[config.mk]
export PLATFORM = sky130hd
export DESIGN_NAME = commu_sched_flat
export DESIGN_NICKNAME = d
export VERILOG_FILES = /design/src/rtl/commu_sched_if.sv /design/src/rtl/commu_sched.sv /design/src/flat_wrapper.sv
export SDC_FILE = /design/constraint.sdc
export NUM_CORES = 1
export LEC_CHECK = 0
export ABC_AREA = 1
export CAP_MARGIN = 10
export CORE_MARGIN = 8
export CORE_UTILIZATION = 48
export DETAILED_ROUTE_END_ITERATION = 12
export HOLD_SLACK_MARGIN = 0.15
export PLACE_DENSITY_LB_ADDON = 0.2
export REMOVE_ABC_BUFFERS = 1
export SLEW_MARGIN = 20
export SYNTH_ARGS = -nofsm -noshare
export SYNTH_HDL_FRONTEND = slang
export SYNTH_SLANG_ARGS = --single-unit
[constraint.sdc]
create_clock -name clk_sys -period 4.3 [get_ports clk_sys]
set_clock_uncertainty 0.2 [all_clocks]
set_input_delay 1.29 -clock clk_sys [delete_from_list [all_inputs] [get_ports clk_sys]]
set_output_delay 1.29 -clock clk_sys [all_outputs]
set_load 0.005 [all_outputs]
[src/rtl/commu_sched_if.sv]
// ---------------------------------------------------------------------------
// commu_sched_if
//   Link bundle between the baud-sweep scheduler and the RX/TX tops.
//
//   tbit_period  20  bit period shared by RX and TX
//   tx_pattern    1  pattern mode enable for RX and TX
//   tx_req        1  byte send request
//   tx_data       8  byte offered with tx_req
//   tx_ack        1  TX accepted the offered byte this cycle
//   rx_total     32  cumulative good-byte count reported by RX
//
//   master: the scheduler side (drives period, pattern and the TX request)
//   slave : the RX/TX side (drives the ack and the RX byte counter)
// ---------------------------------------------------------------------------
interface commu_sched_if;
  logic [19:0] tbit_period;
  logic        tx_pattern;
  logic        tx_req;
  logic [7:0]  tx_data;
  logic        tx_ack;
  logic [31:0] rx_total;

  modport master (
    output tbit_period,
    output tx_pattern,
    output tx_req,
    output tx_data,
    input  tx_ack,
    input  rx_total
  );

  modport slave (
    input  tbit_period,
    input  tx_pattern,
    input  tx_req,
    input  tx_data,
    output tx_ack,
    output rx_total
  );
endinterface

[src/rtl/commu_sched.sv]
// ---------------------------------------------------------------------------
// commu_sched
//   Baud-sweep link test scheduler. For every entry of the period table it
//   programs tbit_period, lets the link settle, sends a burst of pattern
//   bytes through TX and then watches the RX good-byte counter to decide
//   whether that bit period passed. Results are collected in pass_map.
//
// Ports
//   clk_sys     system clock
//   rst         synchronous reset, active-high
//   start       one-cycle request to run a sweep (ignored while running)
//   abort       one-cycle request to stop a running sweep
//   period_tab  packed period table, step k at [20k+19:20k]
//   link        scheduler side of the RX/TX link bundle
//   busy        sweep in progress
//   done        one-cycle pulse when a sweep completes normally
//   step_idx    current step
//   pass_map    bit k set when step k passed
//
// Every output is a register; the "_next" values are derived from the
// next FSM state so outputs line up with the state they belong to.
// ---------------------------------------------------------------------------
module commu_sched #(
  parameter int N_STEP         = 4,
  parameter int BYTES_PER_STEP = 16,
  parameter int SETTLE_CYC     = 64,
  parameter int TIMEOUT_CYC    = 2000000
) (
  input  logic                  clk_sys,
  input  logic                  rst,
  input  logic                  start,
  input  logic                  abort,
  input  logic [20*N_STEP-1:0]  period_tab,
  commu_sched_if.master         link,
  output logic                  busy,
  output logic                  done,
  output logic [3:0]            step_idx,
  output logic [N_STEP-1:0]     pass_map
);

  // Settle counter runs 0..SETTLE_CYC-1.
  localparam int SW = (SETTLE_CYC > 1) ? $clog2(SETTLE_CYC) : 1;

  typedef enum logic [2:0] {
    S_IDLE, S_SETUP, S_SNAP, S_SEND, S_WAIT, S_JUDGE, S_DONE
  } state_t;

  state_t state_reg, state_next;

  logic [3:0]        step_reg, step_next;
  logic [SW-1:0]     settle_reg, settle_next;
  logic [7:0]        byte_cnt_reg, byte_cnt_next;
  logic [23:0]       tmo_reg, tmo_next;
  logic [31:0]       base_reg, base_next;
  logic              pass_reg, pass_next;
  logic [19:0]       tbit_reg, tbit_next;
  logic              pattern_reg, pattern_next;
  logic              req_reg, req_next;
  logic [7:0]        data_reg, data_next;
  logic              busy_reg, busy_next;
  logic              done_reg, done_next;
  logic [N_STEP-1:0] map_reg, map_next;

  // Unpacked view of the period table.
  logic [19:0] tab_arr [N_STEP];
  logic [19:0] tab_sel;

  for (genvar gi = 0; gi < N_STEP; gi++) begin : g_tab
    assign tab_arr[gi] = period_tab[20*gi +: 20];
  end

  // Handshake and judgement terms.
  logic        hit;
  logic        last_byte;
  logic [31:0] delta;
  logic        rx_ok;
  logic        tmo_hit;

  assign hit       = req_reg & link.tx_ack;
  assign last_byte = (byte_cnt_reg == 8'(BYTES_PER_STEP - 1));
  // Modulo subtraction keeps the check correct across an rx_total wrap.
  assign delta     = link.rx_total - base_reg;
  assign rx_ok     = (delta >= 32'(BYTES_PER_STEP));
  assign tmo_hit   = (tmo_reg == 24'(TIMEOUT_CYC - 1));

  // -------------------------------------------------------------------------
  // State register (plus the datapath and output registers)
  // -------------------------------------------------------------------------
  always_ff @(posedge clk_sys) begin
    if (rst) begin
      state_reg    <= S_IDLE;
      step_reg     <= 4'd0;
      settle_reg   <= '0;
      byte_cnt_reg <= 8'd0;
      tmo_reg      <= 24'd0;
      base_reg     <= 32'd0;
      pass_reg     <= 1'b0;
      tbit_reg     <= period_tab[19:0];
      pattern_reg  <= 1'b0;
      req_reg      <= 1'b0;
      data_reg     <= 8'd0;
      busy_reg     <= 1'b0;
      done_reg     <= 1'b0;
      map_reg      <= '0;
    end else begin
      state_reg    <= state_next;
      step_reg     <= step_next;
      settle_reg   <= settle_next;
      byte_cnt_reg <= byte_cnt_next;
      tmo_reg      <= tmo_next;
      base_reg     <= base_next;
      pass_reg     <= pass_next;
      tbit_reg     <= tbit_next;
      pattern_reg  <= pattern_next;
      req_reg      <= req_next;
      data_reg     <= data_next;
      busy_reg     <= busy_next;
      done_reg     <= done_next;
      map_reg      <= map_next;
    end
  end

  // -------------------------------------------------------------------------
  // Next-state logic
  // -------------------------------------------------------------------------
  always_comb begin
    state_next = state_reg;
    case (state_reg)
      S_IDLE:  if (start) state_next = S_SETUP;
      S_SETUP: if (settle_reg == SW'(SETTLE_CYC - 1)) state_next = S_SNAP;
      S_SNAP:  state_next = S_SEND;
      S_SEND:  if (hit && last_byte) state_next = S_WAIT;
      // rx_ok is tested first in effect: either one ends the wait, and the
      // pass flag below is taken from rx_ok, so a tie records a pass.
      S_WAIT:  if (rx_ok || tmo_hit) state_next = S_JUDGE;
      S_JUDGE: state_next = (step_reg == 4'(N_STEP - 1)) ? S_DONE : S_SETUP;
      S_DONE:  state_next = S_IDLE;
      default: state_next = S_IDLE;
    endcase
    // Abort overrides every other transition.
    if (abort && (state_reg != S_IDLE)) state_next = S_IDLE;
  end

  // Period for the step being entered.
  always_comb begin
    tab_sel = tab_arr[0];
    for (int k = 0; k < N_STEP; k++) begin
      if (step_next == 4'(k)) tab_sel = tab_arr[k];
    end
  end

  // -------------------------------------------------------------------------
  // Output / datapath logic
  // -------------------------------------------------------------------------
  always_comb begin
    step_next     = step_reg;
    settle_next   = settle_reg;
    byte_cnt_next = byte_cnt_reg;
    tmo_next      = 24'd0;
    base_next     = base_reg;
    pass_next     = pass_reg;
    tbit_next     = tbit_reg;
    map_next      = map_reg;
    data_next     = data_reg;

    // Step index: restart on a new sweep, advance between steps.
    if (state_reg == S_IDLE && state_next == S_SETUP) begin
      step_next = 4'd0;
      map_next  = '0;
    end else if (state_reg == S_JUDGE && state_next == S_SETUP) begin
      step_next = step_reg + 4'd1;
    end

    // The period only changes when SETUP is entered.
    if (state_next == S_SETUP) begin
      if (state_reg == S_SETUP) begin
        settle_next = settle_reg + 1'b1;
      end else begin
        settle_next = '0;
        tbit_next   = tab_sel;
      end
    end

    if (state_reg == S_SNAP) begin
      base_next     = link.rx_total;
      byte_cnt_next = 8'd0;
    end else if (state_reg == S_SEND && hit) begin
      byte_cnt_next = byte_cnt_reg + 8'd1;
    end

    // The timeout counter is zero everywhere except while waiting.
    if (state_reg == S_WAIT) begin
      tmo_next  = tmo_reg + 24'd1;
      pass_next = rx_ok;
    end

    // An abort out of JUDGE leaves that step unrecorded.
    if (state_reg == S_JUDGE && state_next != S_IDLE) begin
      for (int k = 0; k < N_STEP; k++) begin
        if (step_reg == 4'(k)) map_next[k] = pass_reg;
      end
    end

    if (state_next == S_SEND) data_next = {step_reg, byte_cnt_next[3:0]};

    // The request drops for one cycle after every accepted byte.
    req_next     = (state_next == S_SEND) && !hit;
    pattern_next = (state_next == S_SNAP) || (state_next == S_SEND) ||
                   (state_next == S_WAIT);
    busy_next    = (state_next == S_SETUP) || (state_next == S_SNAP) ||
                   (state_next == S_SEND)  || (state_next == S_WAIT) ||
                   (state_next == S_JUDGE);
    done_next    = (state_next == S_DONE);
  end

  assign link.tbit_period = tbit_reg;
  assign link.tx_pattern  = pattern_reg;
  assign link.tx_req      = req_reg;
  assign link.tx_data     = data_reg;
  assign busy             = busy_reg;
  assign done             = done_reg;
  assign step_idx         = step_reg;
  assign pass_map         = map_reg;

endmodule

[src/flat_wrapper.sv]
// flat-port wrapper written by rule: the top's interface ports become plain ports
module commu_sched_flat 
#(
  parameter int N_STEP         = 4,
  parameter int BYTES_PER_STEP = 16,
  parameter int SETTLE_CYC     = 64,
  parameter int TIMEOUT_CYC    = 2000000
)
  (clk_sys, rst, start, abort, period_tab, busy, done, step_idx, pass_map, link_tbit_period, link_tx_pattern, link_tx_req, link_tx_data, link_tx_ack, link_rx_total);
  commu_sched_if link_i ();
  input  logic clk_sys;
  input  logic rst;
  input  logic start;
  input  logic abort;
  input  logic [20*N_STEP-1:0] period_tab;
  output logic busy;
  output logic done;
  output logic [3:0] step_idx;
  output logic [N_STEP-1:0] pass_map;
  output wire logic [$bits(link_i.tbit_period)-1:0] link_tbit_period;
  output wire logic [$bits(link_i.tx_pattern)-1:0] link_tx_pattern;
  output wire logic [$bits(link_i.tx_req)-1:0] link_tx_req;
  output wire logic [$bits(link_i.tx_data)-1:0] link_tx_data;
  input wire logic [$bits(link_i.tx_ack)-1:0] link_tx_ack;
  input wire logic [$bits(link_i.rx_total)-1:0] link_rx_total;
  assign link_tbit_period = link_i.tbit_period;
  assign link_tx_pattern = link_i.tx_pattern;
  assign link_tx_req = link_i.tx_req;
  assign link_tx_data = link_i.tx_data;
  assign link_i.tx_ack = link_tx_ack;
  assign link_i.rx_total = link_rx_total;
  commu_sched #(.N_STEP(N_STEP), .BYTES_PER_STEP(BYTES_PER_STEP), .SETTLE_CYC(SETTLE_CYC), .TIMEOUT_CYC(TIMEOUT_CYC)) u_core (.clk_sys(clk_sys), .rst(rst), .start(start), .abort(abort), .period_tab(period_tab), .link(link_i), .busy(busy), .done(done), .step_idx(step_idx), .pass_map(pass_map));
endmodule
==> impl_metrics.csv, run 1 <==
group,metric,value,unit
die,coreArea,17200,um^2
grt,grt_start_max_net_pins,64,
synthesis,yosys_warnings,0,
die,start_util,48.7,%
setup_path,critPathArrivalTime,4.53,ns
setup_path,endpoint_kind,"register",
setup_path,reg2reg_depth,28,
die,io-pin-count,157,
synthesis,yosysSeqAreaShare,29.7,%
timing,drv_slew,0,
clocking,insertion_delay,0.43,ns
final_layout,layout.nets,1804,
die,die_width,148,um
power,vdd_drop_max,0.325,mV
synthesis,synth.mux.area_fraction,0,%
synthesis,ys_ff_latch,114,
synthesis,netlist_top_cells_area,"dfxtp_1 23%, nand2_1 19%, inv_1 12%",
placed_design,dp_hpwl,20.1,mm
clocking,clock_sinks,114,
timing,finalSetupViolations,20,
setup_path,crit_slowest_cell,"ha_4",
grt,first_global_vias,9308,
clocking,cts_buffers,17,
synthesis,netlist.top_cell.by_area,"dfxtp_1",
die,num_rows,48,
timing,fin_crit_sh,106,%
setup_path,path_class,"in -> reg",
final_layout,area_growth,53.0,%
setup_path,critPathBufInv,4,
synthesis,netlist_area,8360,um^2
synthesis,synthSimpleGateAreaFrac,37.7,%
final_layout,finalInstanceArea,12800,um^2
drt,wire_per_inst,15.9,um
synthesis,synth_top_family_by_area,"simple AND/OR/NAND/NOR gates",
clocking,cts_root_buf,"clkbuf_16",
power,p_per_area,254,nW/um^2
drt,via_count,9834,
placed_design,io_buffers,156,
synthesis,synthAdderAreaFrac,5.93,%
timing,fmax,220,MHz
grt,grt-ovfl-total,0,
setup_path,critPathLaunchType,"input port",
worst_hold_path,holdPathStages,1,
grt,antenna_found_initial,2,
placed_design,pre_cts_ws,-0.979,ns
power,p_leak,6.06,nW
drt,postRouteAntennaNets,0,
drt,drc,0,
synthesis,synth_xor_area_share,0.733,%
synthesis,synth_compound_area_share,11.2,%
synthesis,synth_top_area_share,22.5,%
timing,period_minus_slack,4.54,ns
clocking,cts.clk_slew.worst_paths,0.06,ns
setup_path,cp.required,4.29,ns
grt,grt_usage,26.1,%
timing,grt_setup_unrepaired,"yes",
final_layout,layout.cells.non_filler,1887,
status,violations,"setup timing",
clocking,cts_max_path_buffers,2,
timing,holdWs,0.260,ns
worst_hold_path,hold_class,"reg -> reg",
placed_design,place_area,10800,um^2
synthesis,syn_area_per_cell,6.06,um^2
setup_path,critical_path.top_delay_family,"simple AND/OR/NAND/NOR gates",
drt,totalWireLength,30.0,mm
setup_path,path_depth,28,
final_layout,layout-drive-gt1-share,21.2,%
final_layout,largest_reg_flops,32,
die,die-area,21900,um^2
clocking,cts_max_level,4,
timing,tightestPinTransition,0.596,ns
run,max_cap_viol_count,0,
setup_path,cpMostUsedCell,"nand2_1",
synthesis,syn_inst,1380,
drt,viasPerCell,5.21,
drt,drtIter0Drc,756,
placed_design,dp_cells,1812,
setup_path,slowest_delay,0.30,ns
drt,firstDrtPassIters,6,
status,outcome,"complete, but fails checks",
die,die_height,148,um
setup_path,worst-path-max-fanout,5,
clocking,cts_tree,"yes",
timing,setup_slack,-0.239,ns
synthesis,post_synth_num_cell_types,44,
placed_design,gp_congestion,0.964,
grt,grt_first_pass_wirelength,46.4,mm
timing,slew-limit-headroom,60.3,%
timing,finalHoldViolations,0,
-- metrics by stage --
step	util, %	power (mW)	setup TNS, ns
finish	74.5	3.25	-3.97
global route	74.5	3.37	-8.67
CTS	73.0	3.23	-0.307
detailed placement	62.7	1.69	-41.43
global placement	62.7	1.68	-37.56
floorplan	-	1.40	-12.47
-- what timing repair did --
item	4_1_cts	5_1_grt
pin swaps	50	67
hold buffers	0	0
gates cloned	4	2
setup buffers	36	3
setup endpoints to repair	57	21
resized for setup	201	61
-- cells in the mapped netlist --
library cell / n
nor2_4: 1
dfxtp_1: 94
nand2_2: 4
nand3_2: 1
buf_2: 6
fa_1: 1
nor2_8: 1
xor2_1: 5
a31oi_1: 1
o21bai_1: 3
clkbuf_1: 22
a21oi_1: 81
and2_1: 5
nand4_2: 1
nor4_1: 4
nand3_1: 92
o21a_1: 1
buf_6: 3
o311a_1: 3
o31ai_1: 1
and3_1: 1
nor3_2: 1
nor2_2: 6
o221a_2: 1
a21oi_2: 1
nor3b_1: 5
a211oi_1: 5
clkinv_1: 4
inv_2: 7
o21ai_1: 10
o211ai_1: 2
nand2_1: 433
edfxtp_1: 20
nand3b_1: 25
nor3_1: 24
nor2_1: 98
o21ai_0: 63
a221oi_1: 1
nand4_1: 26
ha_1: 38
inv_1: 272
a21o_1: 1
xnor2_1: 2
buf_4: 4
-- worst reg2reg max path: cells and delay by family, from the launching register on --
family                     cells  cell delay, ns
and+or+nand+nor               21            1.89
adders and majority gates      2            0.57
buffers and inverters          4            0.47
DFF                            1            0.38
AOI/OAI and AO/OA              1            0.20
-- final cells by class --
type | instances | area, um^2
diodes | 1 | 2.50
clock buffers | 17 | 425
clock inverters | 15 | 174
fillers | 1320 | 4380
inverters | 283 | 1070
multi-input cells | 948 | 5630
flip-flops and latches | 114 | 2480
well taps | 225 | 282
repair buffers | 284 | 2730
-- placed cells by master (no fill, tap or decap), types with 7 or more instances in the layout --
cell type | synthesis | routed
a21oi_1 | 81 | 68
a21oi_2 | 1 | 12
buf_12 | 0 | 8
buf_4 | 4 | 108
buf_6 | 3 | 7
clkbuf_16 | 0 | 19
clkdlybuf4s50_1 | 0 | 125
dfxtp_1 | 94 | 94
dlygate4sd2_1 | 0 | 23
edfxtp_1 | 20 | 20
ha_1 | 38 | 8
ha_4 | 0 | 30
inv_1 | 272 | 265
inv_2 | 7 | 12
nand2_1 | 433 | 373
nand2_2 | 4 | 44
nand2_4 | 0 | 19
nand3_1 | 92 | 67
nand3_2 | 1 | 22
nand3b_1 | 25 | 25
nand4_1 | 26 | 26
nor2_1 | 98 | 79
nor2_2 | 6 | 13
nor2_4 | 1 | 13
nor3_1 | 24 | 22
o21ai_0 | 63 | 63
o21ai_1 | 10 | 8
-- path summary, 6_finish.rpt --
kind / start / to / slack [ns]
worst max-delay path: link_rx_total[6] / u_core.link.tbit_period[6] / -0.24
worst min register to register: u_core.settle_reg[5] / u_core.settle_reg[5] / 0.26
worst max register to register: u_core.base_reg[0] / u_core.link.tbit_period[6] / 0.38
worst min-delay path: u_core.settle_reg[5] / u_core.settle_reg[5] / 0.26
-- power by group --
part	leakage, nW	switching, mW	internal, mW
logic	4.81	0.329	0.326
registers	0.962	0.00998	1.12
clock network	0.293	0.599	0.871
-- logic make-up (layout without fill, tap and decap cells) --
family | Yosys count | after routing
xor+xnor | 7 | 7
buf+inv | 318 | 599
flops | 114 | 114
fa+ha+maj | 39 | 39
simple gates | 728 | 728
other cells | 0 | 1
compound gates | 174 | 174
-- routing by layer --
| metal | share of wire, % | wire length [um] | vias to the layer above | global-route usage, % |
|---|---|---|---|---|
| li1 | - | - | 4880 | - |
| met3 | 8.6 | 2590 | 79 | 5.59 |
| met2 | 48 | 14200 | 451 | 44.0 |
| met4 | 2.8 | 841 | 2 | 10.2 |
| met5 | 0.043 | 13 | - | 0 |
| met1 | 41 | 12300 | 4422 | 31.9 |
No activity file was read; power rests on OpenSTA's default activity.
==> inputs of run 2 (changes only) <==
--- a/config.mk
+++ b/config.mk
@@ -8,12 +8,11 @@
 export ABC_AREA = 1
 export CAP_MARGIN = 10
 export CORE_MARGIN = 8
-export CORE_UTILIZATION = 48
+export CORE_UTILIZATION = 49
 export DETAILED_ROUTE_END_ITERATION = 12
 export HOLD_SLACK_MARGIN = 0.15
 export PLACE_DENSITY_LB_ADDON = 0.2
 export REMOVE_ABC_BUFFERS = 1
-export SLEW_MARGIN = 20
 export SYNTH_ARGS = -nofsm -noshare
 export SYNTH_HDL_FRONTEND = slang
 export SYNTH_SLANG_ARGS = --single-unit
==> constraint.sdc (replaced) <==
create_clock -name clk_sys -period 5.8 [get_ports clk_sys]
set_clock_uncertainty 0.2 [all_clocks]
set_input_delay 1.74 -clock clk_sys [delete_from_list [all_inputs] [get_ports clk_sys]]
set_output_delay 1.74 -clock clk_sys [all_outputs]
set_load 0.005 [all_outputs]
==> impl_metrics.csv, run 2 (same netlist as run 1, synthesis figures left out) <==
group,metric,value,unit
setup_path,critical_path.top_delay_family,"simple AND/OR/NAND/NOR gates",
setup_path,path_class,"in -> reg",
final_layout,fin_util,65.6,%
drt,drtIter0Drc,621,
die,die-area,21500,um^2
die,die_width,147,um
timing,fmax,181,MHz
clocking,cts_resized,0,
final_layout,multi_input_area,4640,um^2
clocking,cts_tree,"yes",
final_layout,fillers,1498,
grt,grt-ovfl-total,0,
power,p_leak,5.27,nW
power,p_per_area,213,nW/um^2
setup_path,critPathLaunchType,"input port",
clocking,cts_max_level,4,
setup_path,slowest_delay,0.39,ns
timing,tightestPinTransition,0.792,ns
drt,totalWireLength,24.5,mm
final_layout,layout_commonest_cell,"nand2_1",
placed_design,io_buffers,156,
final_layout,finalInstanceArea,10900,um^2
setup_path,crit_slowest_cell,"clkdlybuf4s50_1",
drt,postRouteAntennaNets,0,
setup_path,worst-path-max-fanout,20,
timing,holdWs,0.242,ns
drt,viasPerCell,5.08,
final_layout,layout.nets,1703,
drt,wire_per_inst,13.8,um
drt,firstDrtPassIters,5,
power,vdd_drop_max,0.215,mV
final_layout,seqCellArea,2480,um^2
timing,tns,0,ns
run,max_cap_viol_count,0,
grt,first_global_vias,8313,
clocking,cts_root_buf,"clkbuf_16",
status,outcome,"complete, no violations",
final_layout,largest_reg_flops,32,
clocking,cts_max_path_buffers,2,
setup_path,endpoint_kind,"register",
final_layout,layout-drive-gt1-share,5.38,%
timing,period_minus_slack,5.52,ns
clocking,hold_buffers,0,
setup_path,critPathArrivalTime,5.49,ns
clocking,cts.clk_slew.worst_paths,0.06,ns
timing,drv_slew,0,
worst_hold_path,hold_class,"reg -> reg",
setup_path,critPathBufInv,5,
timing,slew-limit-headroom,47.2,%
clocking,clock_sinks,114,
clocking,cts_setup_buffers,0,
grt,antenna_found_initial,3,
grt,grt_usage,22.5,%
grt,grt_start_max_net_pins,63,
die,num_rows,47,
timing,finalSetupViolations,0,
placed_design,gp_congestion,0.911,
final_layout,area_growth,30.7,%
setup_path,cp.required,5.77,ns
clocking,insertion_delay,0.42,ns
power,p_total,2.33,mW
die,start_util,50.2,%
placed_design,dp_hpwl,18.8,mm
timing,fin_crit_sh,95.1,%
drt,via_count,9047,
drt,drc,0,
setup_path,cpMostUsedCell,"nand2_1",
die,die_height,147,um
grt,grt_first_pass_wirelength,40.1,mm
clocking,cts_buffers,17,
final_layout,layout.cells.most_common_list,"433 x nand2_1, 272 x inv_1, 156 x clkdlybuf4s50_1",
die,io-pin-count,157,
timing,finalHoldViolations,0,
die,coreArea,16600,um^2
placed_design,place_area,10300,um^2
-- run 2: changes by cell type in the layout (fill, tap and decap cells not counted), moves of 11 or more --
cell	change
nand3_1	+25
nand2_1	+60
nand2_2	-40
nor2_1	+19
clkdlybuf4s50_1	+31
nand3_2	-21
a21oi_2	-11
nor2_4	-12
nand2_4	-19
dlygate4sd2_1	-23
ha_4	-30
ha_1	+29
a21oi_1	+13
buf_4	-86
-- run 2: worst reg2reg max path, delay by kind of cell (launching register included) --
kind	cells	cell delay, ns
simple gates	23	2.30
fa+ha+maj	2	0.62
buf+inv	3	0.36
flops	1	0.33
-- run 2: final timing paths --
kind	startpoint	end	slack (ns)	depth (start not counted)
worst max register to register	u_core.base_reg[0]	u_core.link.tbit_period[19]	1.75	28
worst min register to register	u_core.tmo_reg[0]	u_core.tmo_reg[0]	0.24	1
worst max-delay path	link_rx_total[0]	u_core.link.tbit_period[19]	0.28	30
worst min-delay path	u_core.tmo_reg[0]	u_core.tmo_reg[0]	0.24	1
-- run 2: final cells by class --
cell class,instances,area share (%)
clock inverter,11,1.26
clock buffer,21,4.51
timing repair buffer,183,16.7
multi-input combinational,948,42.5
antenna,2,0.0458
tap,220,2.52
inverter,283,9.72
sequential,114,22.7
-- run 2: per-layer routing --
layer  global-route usage, %  routed length [um]  up-vias
met5                       0                  13        -
met2                    36.2               11200      285
met3                    4.42                1660       36
met4                    9.22                 520        2
li1                        -                   -     4663
met1                    28.9               11100     4061
-- run 2: through the flow --
stage                     setup slack [ns]  std cells
after global placement              0.0170       1748
after floorplan                      0.531       1345
final                                0.285       1782
after CTS                            0.317       1780
after detailed placement           -0.0845       1748
after global routing               -0.0178       1782
-- run 2: power by group --
part | internal, mW | switching (mW) | leakage, nW | total [mW]
registers | 0.829 | 0.00653 | 0.962 | 0.835
clock network | 0.705 | 0.417 | 0.306 | 1.12
logic | 0.180 | 0.190 | 4.00 | 0.370
==> inputs of run 3 (changes only) <==
--- a/config.mk
+++ b/config.mk
@@ -8,7 +8,7 @@
 export ABC_AREA = 1
 export CAP_MARGIN = 10
 export CORE_MARGIN = 8
-export CORE_UTILIZATION = 49
+export CORE_UTILIZATION = 35
 export DETAILED_ROUTE_END_ITERATION = 12
 export HOLD_SLACK_MARGIN = 0.15
 export PLACE_DENSITY_LB_ADDON = 0.2
==> impl_metrics.csv, run 3 (same netlist as run 1, synthesis figures left out) <==
group,metric,value,unit
power,power_switching,630,uW
setup_path,critPathArrivalTime,5.23,ns
die,io-pin-count,157,
clocking,hold_buffers,0,
status,outcome,"complete, no violations",
grt,groute.layer.met3.usage,3.99,%
timing,period_minus_slack,5.25,ns
drt,via_count,8767,
setup_path,rrSetupSlack,2.01,ns
final_layout,finalInstanceArea,10900,um^2
grt,top_usage_layer,"met2",
worst_hold_path,hold_end,"u_core.tmo_reg[0]",
final_layout,antennaDiodeCount,0,
setup_path,reg2reg_to,"u_core.link.tbit_period[12]",
drt,viasPerCell,4.69,
grt,grt_usage,17.5,%
grt,gr-usage-met1,23.8,%
final_layout,layout.cells.most_common_list,"433 x nand2_1, 272 x inv_1, 156 x clkdlybuf4s50_1",
run,max_cap_viol_count,0,
final_layout,fin_util,46.6,%
worst_hold_path,holdPathStages,1,
die,start_util,35.6,%
power,p_per_area,205,nW/um^2
timing,grt_setup_unrepaired,"no",
drt,drtIter0Drc,744,
clocking,insertion_delay,0.42,ns
placed_design,dp_hpwl,19.7,mm
final_layout,area_growth,30.8,%
grt,grt-ovfl-total,0,
clocking,cts_buffers,17,
timing,finalSetupViolations,0,
setup_path,slowest_delay,0.43,ns
grt,grtUsageMet2,27.2,%
setup_path,critPathLaunchType,"input port",
power,p_comb_share,16.6,%
power,pwr-share-seq,37.3,%
grt,first_global_vias,8107,
die,num_rows,56,
setup_path,endpoint_kind,"register",
power,p_leak,5.20,nW
grt,antenna_found_initial,0,
final_layout,layout-drive-gt1-share,4.90,%
setup_path,path_class,"in -> reg",
clocking,cts_root_buf,"clkbuf_16",
clocking,cts_tree,"yes",
timing,fmax,190,MHz
drt,postRouteAntennaNets,0,
placed_design,dp_cells,1838,
timing,setup_slack,0.546,ns
die,coreArea,23500,um^2
clocking,cts_max_path_buffers,2,
setup_path,worst-path-max-fanout,20,
die,die-area,29100,um^2
timing,holdWs,0.253,ns
setup_path,cp.required,5.78,ns
grt,grt_first_pass_wirelength,41.2,mm
final_layout,layout.cells.non_filler,1870,
die,die_height,171,um
clocking,cts_setup_buffers,0,
timing,slew-limit-headroom,56.3,%
power,swShare,28.1,%
worst_hold_path,hold_start,"u_core.tmo_reg[0]",
timing,drv_slew,0,
setup_path,cpMostUsedCell,"nand2_1",
drt,totalWireLength,25.6,mm
final_layout,layout_commonest_cell,"nand2_1",
timing,tightestPinTransition,0.652,ns
placed_design,place_area,10400,um^2
power,p_total,2.24,mW
drt,wire_per_inst,13.7,um
drt,drc,0,
timing,fin_crit_sh,90.6,%
clocking,clock_sinks,114,
timing,tns,0,ns
final_layout,layout.nets,1694,
power,vdd_drop_max,0.199,mV
drt,firstDrtPassIters,7,
placed_design,pre_cts_ws,0.0509,ns
setup_path,rr_startpoint,"u_core.base_reg[0]",
placed_design,gp_congestion,0.919,
power,p_int,1.61,mW
setup_path,crit_slowest_cell,"fa_1",
placed_design,io_buffers,156,
final_layout,largest_reg_flops,32,
final_layout,fillers,2411,
setup_path,reg2reg_depth,30,
die,die_width,171,um
worst_hold_path,hold_class,"reg -> reg",
grt,grt_start_max_net_pins,63,
clocking,cts.clk_slew.worst_paths,0.06,ns
clocking,cts_max_level,4,
power,clockPowerShare,46.1,%
timing,finalHoldViolations,0,
-- run 3: power by group through the flow --
stage | clock network, mW | logic, mW | registers (mW)
6_report | 1.03 | 0.372 | 0.836
3_3_place_gp | 0 | 0.370 | 0.853
5_1_grt | 1.10 | 0.416 | 0.837
3_5_place_dp | 0 | 0.370 | 0.853
2_1_floorplan | 0 | 0.181 | 0.854
4_1_cts | 1.06 | 0.373 | 0.836
-- run 3: how the worst max path moves through the flow --
stage                                 from                           to  slack (ns)  depth (start not counted)
after floorplan           link_rx_total[0]   u_core.link.tbit_period[0]        0.53                         29
after global placement    link_rx_total[0]   u_core.link.tbit_period[0]        0.17                         30
after detailed placement  link_rx_total[0]   u_core.link.tbit_period[6]        0.05                         32
after CTS                 link_rx_total[0]   u_core.link.tbit_period[6]        0.48                         32
after global routing      link_rx_total[0]   u_core.link.tbit_period[6]        0.07                         32
final                     link_rx_total[0]  u_core.link.tbit_period[12]        0.55                         32
-- run 3: layer usage --
metal  up-vias  share of wire, %
met5         -                 0
met4         0               1.7
li1       4639                 -
met1      3842                48
met2       259                42
met3        27               8.4
-- run 3: worst max-delay path: cells and delay by family --
family / cells / cell delay (ns)
buf+inv: 5 / 0.77
simple gates: 25 / 2.15
fa+ha+maj: 2 / 0.57
-- run 3: cell type report --
class	count	area, um^2	area share, %
multi-input combinational	948	4650	42.5
sequential	114	2480	22.7
clock inverter	15	150	1.37
clock buffer	17	425	3.89
tap	319	399	3.65
inverter	283	1060	9.71
timing repair buffer	174	1780	16.2
-- run 3: repair_timing --
| action | 4_1_cts | 5_1_grt |
|---|---|---|
| hold endpoints to repair | 0 | 0 |
| endpoints found under the setup margin | 0 | 2 |
| resized for setup | 0 | 2 |
